==> src/rtl/uart_pkg.sv <==
// Shared UART definitions for the transmit and receive stages.
// Frame width, idle line level and receiver state encoding.
package uart_pkg;

  localparam int DATABITS = 8;
  localparam logic LINE_IDLE = 1'b1;

  typedef enum logic [2:0] {
    IDLE,
    START,
    DATA,
    STOP,
    WAITHIGH
  } state_t;

endpackage

==> src/rtl/sync_bit.sv <==
// Two-flop synchronizer for a single asynchronous input.
// Both flops come out of reset at RESET_VAL.
module sync_bit #(
  parameter logic RESET_VAL = 1'b1
) (
  input  logic clock,
  input  logic reset,
  input  logic d,
  output logic q
);

  logic meta;

  always_ff @(posedge clock or negedge reset) begin
    if (!reset) begin
      meta <= RESET_VAL;
      q    <= RESET_VAL;
    end else begin
      meta <= d;
      q    <= meta;
    end
  end

endmodule

==> src/rtl/receive.sv <==
// 8N1 UART receiver with mid-bit sampling and a single-entry
// holding register (valid/ack) plus overrun/framing-error pulses.
module receive
  import uart_pkg::*;
#(
  parameter int clockperbit = 10
) (
  input  logic                clock,
  input  logic                reset,
  input  logic                rx,
  input  logic                rxack,
  output logic [DATABITS-1:0] rxdata,
  output logic                rxvalid,
  output logic                frameerror,
  output logic                overrun
);

  localparam int CW = $clog2(clockperbit);
  localparam logic [CW-1:0] HALF_M1 = CW'(clockperbit / 2 - 1);
  localparam logic [CW-1:0] FULL_M1 = CW'(clockperbit - 1);

  state_t state;
  state_t state_n;

  logic                rx_s;
  logic [CW-1:0]       cnt;
  logic [2:0]          bitidx;
  logic [DATABITS-1:0] shreg;

  logic tick;
  logic go_start;
  logic go_data;
  logic shift;
  logic good;
  logic ferr;

  sync_bit #(
    .RESET_VAL(LINE_IDLE)
  ) u_sync (
    .clock(clock),
    .reset(reset),
    .d    (rx),
    .q    (rx_s)
  );

  assign tick = (cnt == '0);

  always_ff @(posedge clock or negedge reset) begin
    if (!reset) state <= IDLE;
    else        state <= state_n;
  end

  always_comb begin
    state_n = state;
    unique case (state)
      IDLE:     if (!rx_s) state_n = START;
      START:    if (tick) state_n = rx_s ? IDLE : DATA;
      DATA:     if (tick && bitidx == 3'd7) state_n = STOP;
      STOP:     if (tick) state_n = rx_s ? IDLE : WAITHIGH;
      WAITHIGH: if (rx_s) state_n = IDLE;
      default:  state_n = IDLE;
    endcase
  end

  always_comb begin
    go_start = 1'b0;
    go_data  = 1'b0;
    shift    = 1'b0;
    good     = 1'b0;
    ferr     = 1'b0;
    unique case (1'b1)
      (state == IDLE):  go_start = !rx_s;
      (state == START): go_data  = tick && !rx_s;
      (state == DATA):  shift    = tick;
      (state == STOP): begin
        good = tick && rx_s;
        ferr = tick && !rx_s;
      end
      default: ;
    endcase
  end

  // Counter free-runs downward; only transitions reload it.
  always_ff @(posedge clock or negedge reset) begin
    if (!reset) begin
      cnt    <= '0;
      bitidx <= '0;
      shreg  <= '0;
    end else begin
      if (go_start)              cnt <= HALF_M1;
      else if (go_data || shift) cnt <= FULL_M1;
      else                       cnt <= cnt - CW'(1);
      if (go_data)    bitidx <= '0;
      else if (shift) bitidx <= bitidx + 3'd1;
      if (shift) shreg <= {rx_s, shreg[DATABITS-1:1]};
    end
  end

  always_ff @(posedge clock or negedge reset) begin
    if (!reset) begin
      rxdata     <= '0;
      rxvalid    <= 1'b0;
      frameerror <= 1'b0;
      overrun    <= 1'b0;
    end else begin
      if (good) rxdata <= shreg;
      if (good)       rxvalid <= 1'b1;
      else if (rxack) rxvalid <= 1'b0;
      frameerror <= ferr;
      overrun    <= good && rxvalid && !rxack;
    end
  end

endmodule

==> config.mk <==
export PLATFORM = sky130hd
export DESIGN_NAME = receive
export DESIGN_NICKNAME = d
export VERILOG_FILES = /design/src/rtl/uart_pkg.sv /design/src/rtl/sync_bit.sv /design/src/rtl/receive.sv
export SDC_FILE = /design/constraint.sdc
export NUM_CORES = 1
export LEC_CHECK = 0
export BUFFER_PORTS_ARGS = -buffer_cell sky130_fd_sc_hd__buf_2
export CELL_PAD_IN_SITES_DETAIL_PLACEMENT = 1
export CELL_PAD_IN_SITES_GLOBAL_PLACEMENT = 2
export CORE_UTILIZATION = 35
export DETAILED_ROUTE_END_ITERATION = 7
export GPL_TIMING_DRIVEN = 0
export PLACE_DENSITY = 0.81
export SLEW_MARGIN = 10
export SYNTH_ARGS = -nofsm -noshare
export SYNTH_HDL_FRONTEND = slang
export SYNTH_HIERARCHICAL = 1
export SYNTH_SLANG_ARGS = --single-unit
==> constraint.sdc <==
create_clock -name clock -period 1.9 [get_ports clock]
set_input_delay 0.095 -clock clock [delete_from_list [all_inputs] [get_ports clock]]
set_output_delay 0.095 -clock clock [all_outputs]
set_load 0.1 [all_outputs]
# Word-level counts from Yosys, hierarchy flattened
# Index checks and enable logic that the tools add are counted.
# Widths: inputs -> output; s select.
# totals
regBits	31
input_bits	4
wordCells	54
# op_classes
n_addsub	2
n_eq_ne	10
muxes	19
n_reduce_logical	13
# ops
operator	count
$mux 3	8
$pmux 3 s5	1
$mux 4	2
$ne 2x2->1 const B	4
$mux 1	7
$eq 3x2->1 const B	2
$eq 3x3->1 const B	2
$logic_and 1x1->1	5
$reduce_and 5->1	1
$logic_not 4->1	1
$reduce_bool 2->1	2
$sub 4x1->4 const B	1
$add 3x1->3 const B	1
$eq 3x1->1 const B	1
$logic_not 3->1	1
$logic_not 1->1	2
$mux 2	1
$ne 2x1->1 const B	1
$logic_or 1x1->1	1

# Longest topological paths before layout
# logic_depth
ltp_word	6
ltp_mapped	6

# Hierarchy
# Netlist, hierarchy kept.
# by_module_without_submodules
mod	n_inst	cells_per_inst	area_each_um2	seq_area_each_um2
receive	1	105	1300.0	725.7
sync_bit	1	2	52.6	52.6

# Worst setup path after synthesis
# Ideal clock, no wire load.
# synth_path
kind	flip-flop to flip-flop
from	reg cnt[0]
to	reg bitidx[2]
arrival_ns	1.836
setup_slack_ns	-0.059
stages_incl_launch_ff	7
n_path_buf	1
synth_period_minus_slack_ns	1.959
path_cell_list	dfrtp_1 -> inv_1 -> ha_1 -> or4b_1 -> buf_2 -> or4b_1 -> o221a_2
# synth_via
elab_chain_len	4
elab_cells_between_ends	6
# synth_rtl
item	line	rtl
start, declared	receive.sv:26	logic [CW-1:0] cnt;
start signal, assigned	receive.sv:92	else cnt <= cnt - CW'(1);
$logic_not 4->1 *	receive.sv:46	assign tick = (cnt == '0);
$logic_and 1x1->1	receive.sv:73	(state == START): go_data = tick && !rx_s;
$mux 1	receive.sv:71	unique case (1'b1)
$mux 3 / $reduce_bool 2->1 (equally long branches)	n/a	
end signal, assigned	receive.sv:94	else if (shift) bitidx <= bitidx + 3'd1;
end, declared	receive.sv:27	logic [2:0] bitidx;
# Every way passes the cells marked *; elsewhere a longest branch is shown, timed or not.
# A chain may end at the register's enable or synchronous reset.

# Final worst setup path
# layout_path
from	reg cnt[1]
to	reg bitidx[2]
# Same word-level chain as after synthesis.

==> flow_metrics.env <==
export IMPL_cts_tree="done"
export IMPL_criticalPathCategory="reg -> reg"
export IMPL_port_buffers=14
export IMPL_cp_top_family="simple AND/OR/NAND/NOR gates"
export IMPL_setup_viol=0
export IMPL_grt_pass1_vias=1053
export IMPL_dp_hpwl_mm=1.97
export IMPL_grt_antenna_before_repair=0
export IMPL_p_int_uw=1360
export IMPL_clkTransAtPathRegs_ns=0.07
export IMPL_yosysTopAreaCellShare_pct=53.7
export IMPL_post_route_period_util_pct=97.5
export IMPL_crit_buf_inv=1
export IMPL_synth_cells=107
export IMPL_core_region_area_sq_mm=0.00369
export IMPL_start_util_pct=36.7
export IMPL_firstDrtPassIters=4
export IMPL_root_buffer="clkbuf_8"
export IMPL_ant_nets=0
export IMPL_arrival_ns=2.01
export IMPL_power_frac_clock_pct=23.2
export IMPL_cts_made_buffers=5
export IMPL_drtIter0Drc=28
export IMPL_ys_ff_latch=31
export IMPL_post_drt_wl_per_cell_microns=16.2
export IMPL_synth_ff_type="dfrtp_1"
export IMPL_yosys_area_top_type="dfrtp_1"
export IMPL_grt_max_degree=32
export IMPL_die_area_sq_mm=0.00412
export IMPL_wirelength_mm=3.02
export IMPL_switching_share_pct=35.9
export IMPL_clk_latency_ns=0.28
export IMPL_synth_edff_count=0
export IMPL_min_period_ns=1.85
export IMPL_leakagePower_uw=0.000822
export IMPL_syn_to_final_growth_pct=24.8
export IMPL_slew_headroom_pct=53.6
export IMPL_drv_slew=0
export IMPL_ys_types=33
export IMPL_clkSinkCount=31
export IMPL_dieWidth_microns=64.2
export IMPL_worst_path_max_fanout=4
export IMPL_fmax_ghz=0.540
export IMPL_outcome="finished, final reports clean"
export IMPL_grt_pass1_wl_mm=5.16
export IMPL_end_kind="register"
export IMPL_cp_cell_sequence="inv_2 -> ha_4 -> or4b_4 -> or4b_1 -> o221a_2"
export IMPL_hold_violations=0
export IMPL_avgSynthCellArea_sq_um=12.6
export IMPL_gp_congestion=0.743
export IMPL_track_usage_pct=17.1
export IMPL_yosysMostFrequentCell="dfrtp_1"
export IMPL_ir_drop_v=0.000691
export IMPL_finClkSkew_ns=0.00594
export IMPL_fp_dieH_microns=64.2
export IMPL_antenna_cells=0
export IMPL_cp_required_ns=2.06
export IMPL_syn_area_sq_mm=0.00135
export IMPL_slowest_stage="or4b_4"
export IMPL_async_reset_ff_share_pct=100
export IMPL_route_vias_total=980
export IMPL_p_per_area_mw_per_mm2=1260
export IMPL_grt_setup_unrepaired="no"
export IMPL_fillers=398
export IMPL_overflow=0
export IMPL_ys_seq_area_share_pct=57.5
export IMPL_tightestPinTransition_ns=0.696
export IMPL_hold_slack_ns=0.0762
export IMPL_yosys_top_cells_count="29 x dfrtp_1, 16 x mux2_2, 8 x nor2_1"
export IMPL_maxCapViolCount=0
export IMPL_reg2reg_slack_ns=0.05
export IMPL_yosys_warnings=6
export IMPL_hp_class="in -> reg"
export IMPL_nets=145
export IMPL_synth_area_top_cells="dfrtp_1 54%, mux2_2 13%, dfstp_2 3.9%"
export IMPL_cts_htree_levels=2
export IMPL_setup_tns_ns=0
export IMPL_pwr_share_comb_pct=36.1
export IMPL_rows=22
export IMPL_routed_via_density=5.24
export IMPL_p_sw_uw=762
export IMPL_synth_nets=114
export IMPL_drive_above_1_share_pct=43.2
export IMPL_io_pin_count=15
export IMPL_seqPwrFrac_pct=40.7
export IMPL_drc=0
export IMPL_cts_buffer_depth=2
export IMPL_start_kind="register"
export IMPL_critical_path_max_stage_delay_ns=0.48
==> state kept, by name (all words and copies together), names as in the netlist <==
name and cells:
bitidx 3, cnt 4, frameerror 1, overrun 1
rxdata 8, rxvalid 1, shreg 8, state 3
u_sync/meta 1, u_sync/q 1
==> stage by stage <==
| step | cells | cell area (sq um) | setup WS, ns | total power, uW | utilization [%] |
|---|---|---|---|---|---|
| after global placement | 169 | 1500 | -0.257 | 1420 | 40.5 |
| after detailed placement | 169 | 1500 | -0.341 | 1470 | 40.5 |
| after global routing | 187 | 1690 | 0.0136 | 2260 | 45.8 |
| after CTS | 186 | 1670 | -0.0405 | 2110 | 45.4 |
| final | 187 | 1690 | 0.0483 | 2120 | 45.8 |
| after floorplan | 107 | 1370 | 0.0133 | 1290 | - |
==> kinds of logic (layout without fill, tap and decap cells) <==
group           Yosys count  count (layout)  share of synthesized area [%]
simple gates             24              24                           10.4
fa+ha+maj                 3               3                           2.78
buf+inv                   9              41                           2.59
xor+xnor                  1               1                          0.648
mux                      18              18                           14.8
compound gates           21              21                           11.3
flops                    31              31                           57.5
==> final timing paths <==
path                                    endpoint                   from  depth (start not counted)
setup / recovery           bitidx[2]$_DFFE_PN0P_       cnt[1]$_DFF_PN0_                          5
max in group asynchronous  rxdata[6]$_DFFE_PN0P_                  reset                          2
hold / removal                 overrun$_DFF_PN0_                  rxack                          3
setup reg to reg           bitidx[2]$_DFFE_PN0P_       cnt[1]$_DFF_PN0_                          5
hold reg to reg               u_sync/q$_DFF_PN1_  u_sync/meta$_DFF_PN1_                          0
min in group asynchronous       cnt[3]$_DFF_PN0_                  reset                          2
==> cell type report <==
type	instances	area [sq um]	share of cell area, %
clock buffers	6	72.6	4.30
inverters	4	15.0	0.890
multi-input cells	67	576	34.1
plain buffers	4	16.3	0.964
flip-flops and latches	31	778	46.1
clock inverters	2	12.5	0.741
repair buffers	25	158	9.34
well taps	48	60.1	3.56
==> power by group through the flow <==
stage | clock (uW) | sequential, uW | combinational [uW]
final | 492 | 864 | 766
after detailed placement | 0 | 869 | 603
after global placement | 0 | 855 | 561
after CTS | 505 | 857 | 746
after global routing | 544 | 875 | 845
after floorplan | 0 | 915 | 379
==> per-layer routing <==
metal | vias up | part of all wire, % | GRT usage, %
met3 | 6 | 2.8 | 4.82
met5 | - | 0 | 0
met1 | 511 | 44 | 20.0
li1 | 450 | - | -
met2 | 13 | 51 | 29.5
met4 | 0 | 1.3 | 6.67
==> timing repair <==
action / in CTS / in global routing
pin swaps: 2 / 1
endpoints found under the hold margin: 30 / 0
resized for setup: 6 / 3
hold buffers: 2 / 0
setup endpoints to repair: 21 / 19
buffers inserted: 7 / 2
==> tightest hold or removal path: stages <==
cell and delay [ns]:
buf_2 0.07, nand2b_1 0.11, nor2_1 0.05
==> placed cells by master (no fill, tap or decap), types with 2 or more instances in the layout <==
master,n
clkbuf_8,5
dlygate4sd3_1,2
nand2_1,2
o221a_2,3
inv_2,2
ha_1,2
dfstp_2,2
buf_4,9
nor2_1,8
o21ai_0,3
clkbuf_1,4
inv_1,2
dfrtp_1,29
nor3_1,2
nand2b_1,2
buf_2,14
a21oi_1,4
mux2_2,16
o21a_1,4
mux2i_1,2
(Power assumes the default switching activity.)
